File: src/rtl/branch_sequencer_if.sv
// branch_sequencer_if: bundles the decode descriptor, the shared-ALU handshake and the next-PC result.
// slave modport = the sequencer; master modport = the decode/ALU/fetch environment around it.
// in_valid/in_ready/in_kind/in_func3/in_pc/in_imm/in_rs1 : descriptor (valid/ready)
// alu_req/alu_func3/alu_gnt/alu_done/alu_zero               : shared ALU request/grant/result
// pc/done/redirect/taken/timeout_err                        : architectural PC and retirement pulses
interface branch_sequencer_if #(
   parameter int XLEN = 32
);
   logic            in_valid;
   logic            in_ready;
   logic [1:0]      in_kind;
   logic [2:0]      in_func3;
   logic [XLEN-1:0] in_pc;
   logic [XLEN-1:0] in_imm;
   logic [XLEN-1:0] in_rs1;
   logic            alu_req;
   logic [2:0]      alu_func3;
   logic            alu_gnt;
   logic            alu_done;
   logic            alu_zero;
   logic [XLEN-1:0] pc;
   logic            done;
   logic            redirect;
   logic            taken;
   logic            timeout_err;

   modport slave (
      input  in_valid, in_kind, in_func3, in_pc, in_imm, in_rs1,
      input  alu_gnt, alu_done, alu_zero,
      output in_ready, alu_req, alu_func3,
      output pc, done, redirect, taken, timeout_err
   );

   modport master (
      output in_valid, in_kind, in_func3, in_pc, in_imm, in_rs1,
      output alu_gnt, alu_done, alu_zero,
      input  in_ready, alu_req, alu_func3,
      input  pc, done, redirect, taken, timeout_err
   );
endinterface

File: src/rtl/branch_sequencer.sv
// branch_sequencer: owns the architectural PC; retires seq/jal/jalr directly, resolves branches via the shared ALU.
// Latency: seq/jal/jalr and func3 010/011 retire on the accepting edge; branches retire >= 2 edges later (+1 per gnt/done stall).
// Backpressure: in_ready is high only in IDLE, so no descriptor is taken while a branch waits for grant or result.
// Ports: clk, rst_n (async active-low), bus (branch_sequencer_if.slave).
// Optional: define BRSEQ_TIMEOUT_EN to abort a WAIT that lasts TIMEOUT cycles (retire as not-taken, pulse timeout_err).
module branch_sequencer #(
   parameter int              XLEN     = 32,
   parameter logic [XLEN-1:0] RESET_PC = {XLEN{1'b0}},
   parameter int              TIMEOUT  = 16
) (
   input logic               clk,
   input logic               rst_n,
   branch_sequencer_if.slave bus
);

   typedef enum logic [1:0] {
      ST_IDLE = 2'd0,
      ST_REQ  = 2'd1,
      ST_WAIT = 2'd2
   } state_t;

   localparam logic [1:0] K_SEQ  = 2'b00;
   localparam logic [1:0] K_BR   = 2'b01;
   localparam logic [1:0] K_JAL  = 2'b10;
   localparam logic [1:0] K_JALR = 2'b11;

   localparam logic [XLEN-1:0] PC_STEP  = XLEN'(4);
   localparam logic [XLEN-1:0] LSB_MASK = {{(XLEN-1){1'b1}}, 1'b0};

   state_t          state_q, state_d;
   logic [XLEN-1:0] pc_q;
   logic [XLEN-1:0] target_q;
   logic [XLEN-1:0] fall_q;
   logic [2:0]      func3_q;
   logic            done_q;
   logic            redirect_q;
   logic            taken_q;

   logic accept;
   logic br_legal;
   logic start_br;
   logic seq_retire;
   logic cond_taken;
   logic wait_done;
   logic wait_tmo;

   assign accept     = bus.in_valid && (state_q == ST_IDLE);
   // func3 010/011 are not RISC-V branch encodings; they retire as plain fall-through
   assign br_legal   = (bus.in_func3 != 3'b010) && (bus.in_func3 != 3'b011);
   assign start_br   = accept && (bus.in_kind == K_BR) && br_legal;
   assign seq_retire = accept && ((bus.in_kind == K_SEQ) || ((bus.in_kind == K_BR) && !br_legal));
   // BEQ/BGE/BGEU take on a zero result (equal / not-less); BNE/BLT/BLTU take on non-zero
   assign cond_taken = ((func3_q == 3'b000) || (func3_q == 3'b101) || (func3_q == 3'b111))
                       ? bus.alu_zero : ~bus.alu_zero;
   assign wait_done  = (state_q == ST_WAIT) && bus.alu_done;

`ifdef BRSEQ_TIMEOUT_EN
   localparam int            CW       = $clog2(TIMEOUT + 1);
   localparam logic [CW-1:0] TMO_LAST = CW'(TIMEOUT - 1);

   logic [CW-1:0] tmo_cnt_q;
   logic          timeout_q;

   // counts WAIT cycles without a result; abort fires on the edge the count would reach TIMEOUT,
   // and a result arriving on that same edge wins because wait_tmo requires !alu_done
   assign wait_tmo = (state_q == ST_WAIT) && !bus.alu_done && (tmo_cnt_q == TMO_LAST);

   always_ff @(posedge clk or negedge rst_n) begin
      if (!rst_n) begin
         tmo_cnt_q <= '0;
         timeout_q <= 1'b0;
      end else begin
         timeout_q <= wait_tmo;
         if ((state_q == ST_REQ) && bus.alu_gnt) begin
            tmo_cnt_q <= '0;
         end else if ((state_q == ST_WAIT) && !bus.alu_done) begin
            tmo_cnt_q <= tmo_cnt_q + CW'(1);
         end
      end
   end

   assign bus.timeout_err = timeout_q;
`else
   // TIMEOUT only matters when the abort counter is built
   logic unused_timeout;
   assign unused_timeout  = ^TIMEOUT;
   assign wait_tmo        = 1'b0;
   assign bus.timeout_err = 1'b0;
`endif

   // state register
   always_ff @(posedge clk or negedge rst_n) begin
      if (!rst_n) begin
         state_q <= ST_IDLE;
      end else begin
         state_q <= state_d;
      end
   end

   // next-state logic; alu_gnt only matters in REQ, alu_done only in WAIT
   always_comb begin
      state_d = state_q;
      case (state_q)
         ST_IDLE: if (start_br)              state_d = ST_REQ;
         ST_REQ:  if (bus.alu_gnt)           state_d = ST_WAIT;
         ST_WAIT: if (wait_done || wait_tmo) state_d = ST_IDLE;
         default:                            state_d = ST_IDLE;
      endcase
   end

   // state-decoded outputs
   always_comb begin
      bus.in_ready  = (state_q == ST_IDLE);
      bus.alu_req   = (state_q == ST_REQ);
      bus.alu_func3 = func3_q;
   end

   // PC, branch context and retirement pulses
   always_ff @(posedge clk or negedge rst_n) begin
      if (!rst_n) begin
         pc_q       <= RESET_PC;
         target_q   <= '0;
         fall_q     <= '0;
         func3_q    <= 3'b000;
         done_q     <= 1'b0;
         redirect_q <= 1'b0;
         taken_q    <= 1'b0;
      end else begin
         done_q     <= 1'b0;
         redirect_q <= 1'b0;
         if (seq_retire) begin
            pc_q    <= bus.in_pc + PC_STEP;
            taken_q <= 1'b0;
            done_q  <= 1'b1;
         end else if (accept && (bus.in_kind == K_JAL)) begin
            pc_q       <= bus.in_pc + bus.in_imm;
            taken_q    <= 1'b1;
            redirect_q <= 1'b1;
            done_q     <= 1'b1;
         end else if (accept && (bus.in_kind == K_JALR)) begin
            pc_q       <= (bus.in_rs1 + bus.in_imm) & LSB_MASK;
            taken_q    <= 1'b1;
            redirect_q <= 1'b1;
            done_q     <= 1'b1;
         end else if (start_br) begin
            func3_q  <= bus.in_func3;
            target_q <= bus.in_pc + bus.in_imm;
            fall_q   <= bus.in_pc + PC_STEP;
         end else if (wait_done) begin
            pc_q       <= cond_taken ? target_q : fall_q;
            taken_q    <= cond_taken;
            redirect_q <= cond_taken;
            done_q     <= 1'b1;
         end else if (wait_tmo) begin
            pc_q    <= fall_q;
            taken_q <= 1'b0;
            done_q  <= 1'b1;
         end
      end
   end

   assign bus.pc       = pc_q;
   assign bus.done     = done_q;
   assign bus.redirect = redirect_q;
   assign bus.taken    = taken_q;

endmodule

File: src/flat_wrapper.sv
// flat-port wrapper written by rule: the top's interface ports become plain ports
module branch_sequencer_flat 
#(
   parameter int              XLEN     = 32,
   parameter logic [XLEN-1:0] RESET_PC = {XLEN{1'b0}},
   parameter int              TIMEOUT  = 16
)
  (clk, rst_n, bus_in_valid, bus_in_kind, bus_in_func3, bus_in_pc, bus_in_imm, bus_in_rs1, bus_alu_gnt, bus_alu_done, bus_alu_zero, bus_in_ready, bus_alu_req, bus_alu_func3, bus_pc, bus_done, bus_redirect, bus_taken, bus_timeout_err);
  branch_sequencer_if #(.XLEN(XLEN)) bus_i ();
  input logic clk;
  input logic rst_n;
  input wire logic [$bits(bus_i.in_valid)-1:0] bus_in_valid;
  input wire logic [$bits(bus_i.in_kind)-1:0] bus_in_kind;
  input wire logic [$bits(bus_i.in_func3)-1:0] bus_in_func3;
  input wire logic [$bits(bus_i.in_pc)-1:0] bus_in_pc;
  input wire logic [$bits(bus_i.in_imm)-1:0] bus_in_imm;
  input wire logic [$bits(bus_i.in_rs1)-1:0] bus_in_rs1;
  input wire logic [$bits(bus_i.alu_gnt)-1:0] bus_alu_gnt;
  input wire logic [$bits(bus_i.alu_done)-1:0] bus_alu_done;
  input wire logic [$bits(bus_i.alu_zero)-1:0] bus_alu_zero;
  output wire logic [$bits(bus_i.in_ready)-1:0] bus_in_ready;
  output wire logic [$bits(bus_i.alu_req)-1:0] bus_alu_req;
  output wire logic [$bits(bus_i.alu_func3)-1:0] bus_alu_func3;
  output wire logic [$bits(bus_i.pc)-1:0] bus_pc;
  output wire logic [$bits(bus_i.done)-1:0] bus_done;
  output wire logic [$bits(bus_i.redirect)-1:0] bus_redirect;
  output wire logic [$bits(bus_i.taken)-1:0] bus_taken;
  output wire logic [$bits(bus_i.timeout_err)-1:0] bus_timeout_err;
  assign bus_i.in_valid = bus_in_valid;
  assign bus_i.in_kind = bus_in_kind;
  assign bus_i.in_func3 = bus_in_func3;
  assign bus_i.in_pc = bus_in_pc;
  assign bus_i.in_imm = bus_in_imm;
  assign bus_i.in_rs1 = bus_in_rs1;
  assign bus_i.alu_gnt = bus_alu_gnt;
  assign bus_i.alu_done = bus_alu_done;
  assign bus_i.alu_zero = bus_alu_zero;
  assign bus_in_ready = bus_i.in_ready;
  assign bus_alu_req = bus_i.alu_req;
  assign bus_alu_func3 = bus_i.alu_func3;
  assign bus_pc = bus_i.pc;
  assign bus_done = bus_i.done;
  assign bus_redirect = bus_i.redirect;
  assign bus_taken = bus_i.taken;
  assign bus_timeout_err = bus_i.timeout_err;
  branch_sequencer #(.XLEN(XLEN), .RESET_PC(RESET_PC), .TIMEOUT(TIMEOUT)) u_core (.clk(clk), .rst_n(rst_n), .bus(bus_i));
endmodule
File: config.mk
export PLATFORM = sky130hd
export DESIGN_NAME = branch_sequencer_flat
export DESIGN_NICKNAME = d
export VERILOG_FILES = /design/src/rtl/branch_sequencer_if.sv /design/src/rtl/branch_sequencer.sv /design/src/flat_wrapper.sv
export SDC_FILE = /design/constraint.sdc
export NUM_CORES = 1
export LEC_CHECK = 0
export CAP_MARGIN = 20
export CELL_PAD_IN_SITES_DETAIL_PLACEMENT = 0
export CELL_PAD_IN_SITES_GLOBAL_PLACEMENT = 1
export CORE_UTILIZATION = 42
export CTS_BUF_LIST = sky130_fd_sc_hd__clkbuf_4
export DETAILED_ROUTE_END_ITERATION = 10
export GPL_ROUTABILITY_DRIVEN = 0
export PLACE_DENSITY_LB_ADDON = 0.1
export SETUP_SLACK_MARGIN = 0.5
export SYNTH_ARGS = -nofsm -noshare
export SYNTH_HDL_FRONTEND = slang
export SYNTH_SLANG_ARGS = --single-unit
File: constraint.sdc
create_clock -name clk -period 3.05 [get_ports clk]
set_clock_uncertainty 0.05 [all_clocks]
set_input_delay 0.305 -clock clk [delete_from_list [all_inputs] [get_ports clk]]
set_output_delay 0.305 -clock clk [all_outputs]
set_load 0.005 [all_outputs]
==> flow_summary.yaml <==
drt:
  drt_wl_total_um: 28610
  drt-pass1-iter-count: 4
  dr_total_vias: 8647
  drc: 0
  drtAntennaViolNets: 0
  wire_per_inst_um: 18.08
  dr.first_iter.drc_count: 539
  viasPerCell: 5.466
synthesis:
  synthAdderAreaFrac: 0.09546
  synth-compound-area-share: 0.2422
  async_flop_share: 1.000
  synth-edff-count: 0
  synth_top_family_by_area: "compound AO/OA/AOI/OAI gates"
  syn-num-nets: 1166
  synth_xor_area_frac: 0.08609
  synth_area_um2: 8546
  netlist_top_cells_area: "dfrtp_1 30%, ha_1 9.1%, o21ai_0 5.7%"
  syn_inst: 995
  yosys.area.top_type: "dfrtp_1"
  synth-main-ff-cell: "dfrtp_1"
  yosys.area_share.simple: 0.1490
  synthMuxAreaShare: 0.09458
  ys_warn_count: 0
  avgSynthCellArea_um2: 8.589
  ys_ff_latch: 104
  yosys.area.top_type_share: 0.3045
  yosysSeqAreaShare: 0.3045
  ys_types: 64
worst_setup_path:
  arrival_ns: 2.92
  r2r-start: "u_core.state_q[1]"
  path_cells: "buf_8, ha_4, fa_2, a211oi_2, nor2_2, o211ai_1, buf_4, a21oi_4, o41a_1, a221o_1, mux2i_1, nor2_1, a211o_1"
  crit_fanout: 3
  end_kind: "flop"
  rrSetupSlack_ns: 0.61
  crit_family: "compound AO/OA/AOI/OAI gates"
  crit_type: "input pin to flop"
  cp.buffers_inverters: 2
  cp_data_required_time_ns: 3.40
  timing.rr.end: "u_core.bus.pc[28]"
  slowest_delay_ns: 0.45
  slowest_stage: "o41a_1"
  crit_path_start_kind: "input pin"
  rr_worst_depth: 8
timing:
  slew_viol_final: 0
  post-route-period-util: 0.8414
  hold_viol_final: 0
  tightest_slew_ns: 1.033
  setup-violations-final: 0
  fmaxAchievable_mhz: 389.7
  rsz0062_at_grt: "yes"
  slew_headroom: 0.3086
  post-route-min-period_ns: 2.566
  fin_ws_ns: 0.4836
min_path:
  hp-start: "bus_in_pc[0]"
  whs_path_depth: 3
  holdPathEnd: "u_core.fall_q[0]"
  min_path_type: "input pin to flop"
finish:
  stdcell_count: 1582
  nNetsFinal: 1482
  ff_latch_area_um2: 2603
  stdcell_area_um2: 12610
  area_delta_synth_final_pct: 47.55
  drive_above_1_share: 0.2819
  n_fill_cell: 1688
  multi_input_area_um2: 6466
pwr:
  p_leak_nw: 5.649
  powerDensity_nw_per_um2: 491.2
  total_power_mw: 6.194
  peakVddDrop_v: 0.0002531
global_routing:
  gr-total-overflow: 0
  grt_pass1_vias: 8348
  gr-usage-all-layers: 0.2767
  antenna_found_initial: 1
  grt_max_degree: 71
  grt_pass1_wl_um: 44290
placement:
  dp_slack_ns: -0.5621
  post-place-cells: 1546
  port-buffer-count: 146
  dp_hpwl_um: 22090
  dpl_cell_area_um2: 11650
cts:
  clockRootBuffer: "clkbuf_4"
  htreeDepth: 3
  cts_made_buffers: 9
  cts.clk_slew.worst_paths_ns: 0.21
  clk_latency_ns: 0.51
  cts_tree: "done"
  clk_path_buf_depth: 2
  clock_sinks: 104
die:
  core-area_um2: 19720
  io_pins: 148
  initial_core_util: 0.4334
  die_w_um: 144.6
  die_area_um2: 20920
  rows: 51
  die_y_um: 144.6
run_status:
  status: "finished clean"
run:
  cap_violations: 0
-- logic make-up (layout without fill, tap and decap cells) --
group	Yosys count	in the layout
and+or+nand+nor	281	281
buffers and inverters	61	382
AOI/OAI and AO/OA	324	324
other	1	2
muxes	76	76
xor gates and xnor gates	84	84
adders and majority gates	64	64
DFF	104	104
-- layout make-up --
| type | instances | area share |
|---|---|---|
| timing repair buffer | 349 | 0.2365 |
| sequential | 104 | 0.2064 |
| clock buffer | 9 | 0.005358 |
| clock inverter | 7 | 0.007442 |
| inverter | 17 | 0.005061 |
| tap | 265 | 0.02629 |
| antenna | 1 | 0.0001985 |
| multi-input combinational | 830 | 0.5128 |
-- synthesized netlist by cell type, types with 6 or more instances --
master	n
a21oi_1	82
o221ai_1	8
and3_1	16
nand3_1	30
a21o_1	27
nand2_1	119
nor2_1	55
nand2b_1	7
dfrtp_1	104
o22ai_1	7
o21ai_0	97
o211ai_1	9
inv_1	16
or3_1	6
and2_1	7
mux2i_1	38
xor2_1	44
ha_1	62
mux2_2	37
nor3_1	15
clkbuf_1	40
nand4_1	10
xnor2_1	40
nor2b_1	9
a31oi_1	16
a211oi_1	23
o21bai_1	6
-- sequential cells by signal, summed over array words and instances (netlist names) --
signal,count
u_core.bus.pc,32
u_core.state_q,2
u_core.bus.redirect,1
u_core.bus.done,1
u_core.bus.alu_func3,3
u_core.fall_q,32
u_core.target_q,32
u_core.bus.taken,1
-- metrics by stage --
step | utilization | setup TNS, ns | hold WS (ns)
2_1_floorplan | - | 0 | -0.04059
3_3_place_gp | 0.5908 | -8.699 | 0.2585
3_5_place_dp | 0.5908 | -9.661 | 0.2538
4_1_cts | 0.6224 | 0 | 0.09525
5_1_grt | 0.6395 | 0 | 0.05308
6_report | 0.6395 | 0 | 0.06181
-- repair_timing --
action                                  CTS  global route
pin swaps                                57            54
endpoints found under the setup margin   31            28
buffers inserted                         10             8
endpoints found under the hold margin    34             0
hold buffers                              1             0
resized for setup                       116            81
-- worst min-delay path, cell delays in order --
cell    delay (ns)
buf_6         0.08
buf_4         0.10
mux2_2        0.13
-- routing by layer --
metal	wire length, µm	part of all wire	GRT usage
met1	14590	0.51	0.4185
met2	12230	0.43	0.4150
met3	1463	0.051	0.03609
met4	321	0.011	0.05817
met5	0	0	0
-- cells in the final DEF, fill, tap and decap left out, drive strengths merged, types with 6 or more instances in the layout --
cell type      count
o21ai             98
mux2              38
inv               19
nand3             30
and3              16
ha                62
and2               7
mux2i             38
clkbuf            18
xor2              44
o221ai             8
o211ai             9
dlymetal6s2s      10
a21oi             82
dfrtp            104
buf              209
nand2b             7
o22ai              8
nand2            119
a21o              27
dlygate4sd2       18
nor2              55
clkdlybuf4s50    101
a31oi             16
or3                6
a2111oi            7
xnor2             40
nand4             10
nor2b              9
a211oi            24
o21bai             6
nor3              15
-- worst max path at each step --
stage / startpoint / end / slack, ns / cells past startpoint
global placement: bus_in_imm[2] / u_core.bus.pc[31] / -0.55 / 12
CTS: bus_in_imm[6] / u_core.bus.pc[31] / 0.48 / 12
global route: bus_in_imm[0] / u_core.bus.pc[24] / 0.44 / 13
floorplan: bus_in_imm[0] / u_core.bus.pc[24] / 0.27 / 11
finish: bus_in_imm[0] / u_core.bus.pc[24] / 0.48 / 13
detailed placement: bus_in_imm[2] / u_core.bus.pc[31] / -0.56 / 12
-- power by group --
group	internal (mW)	switching, mW
sequential	1.87	0.300
clock	0.206	0.586
combinational	1.74	1.49
total	3.82	2.37
No activity file was read; power rests on OpenSTA's default activity.
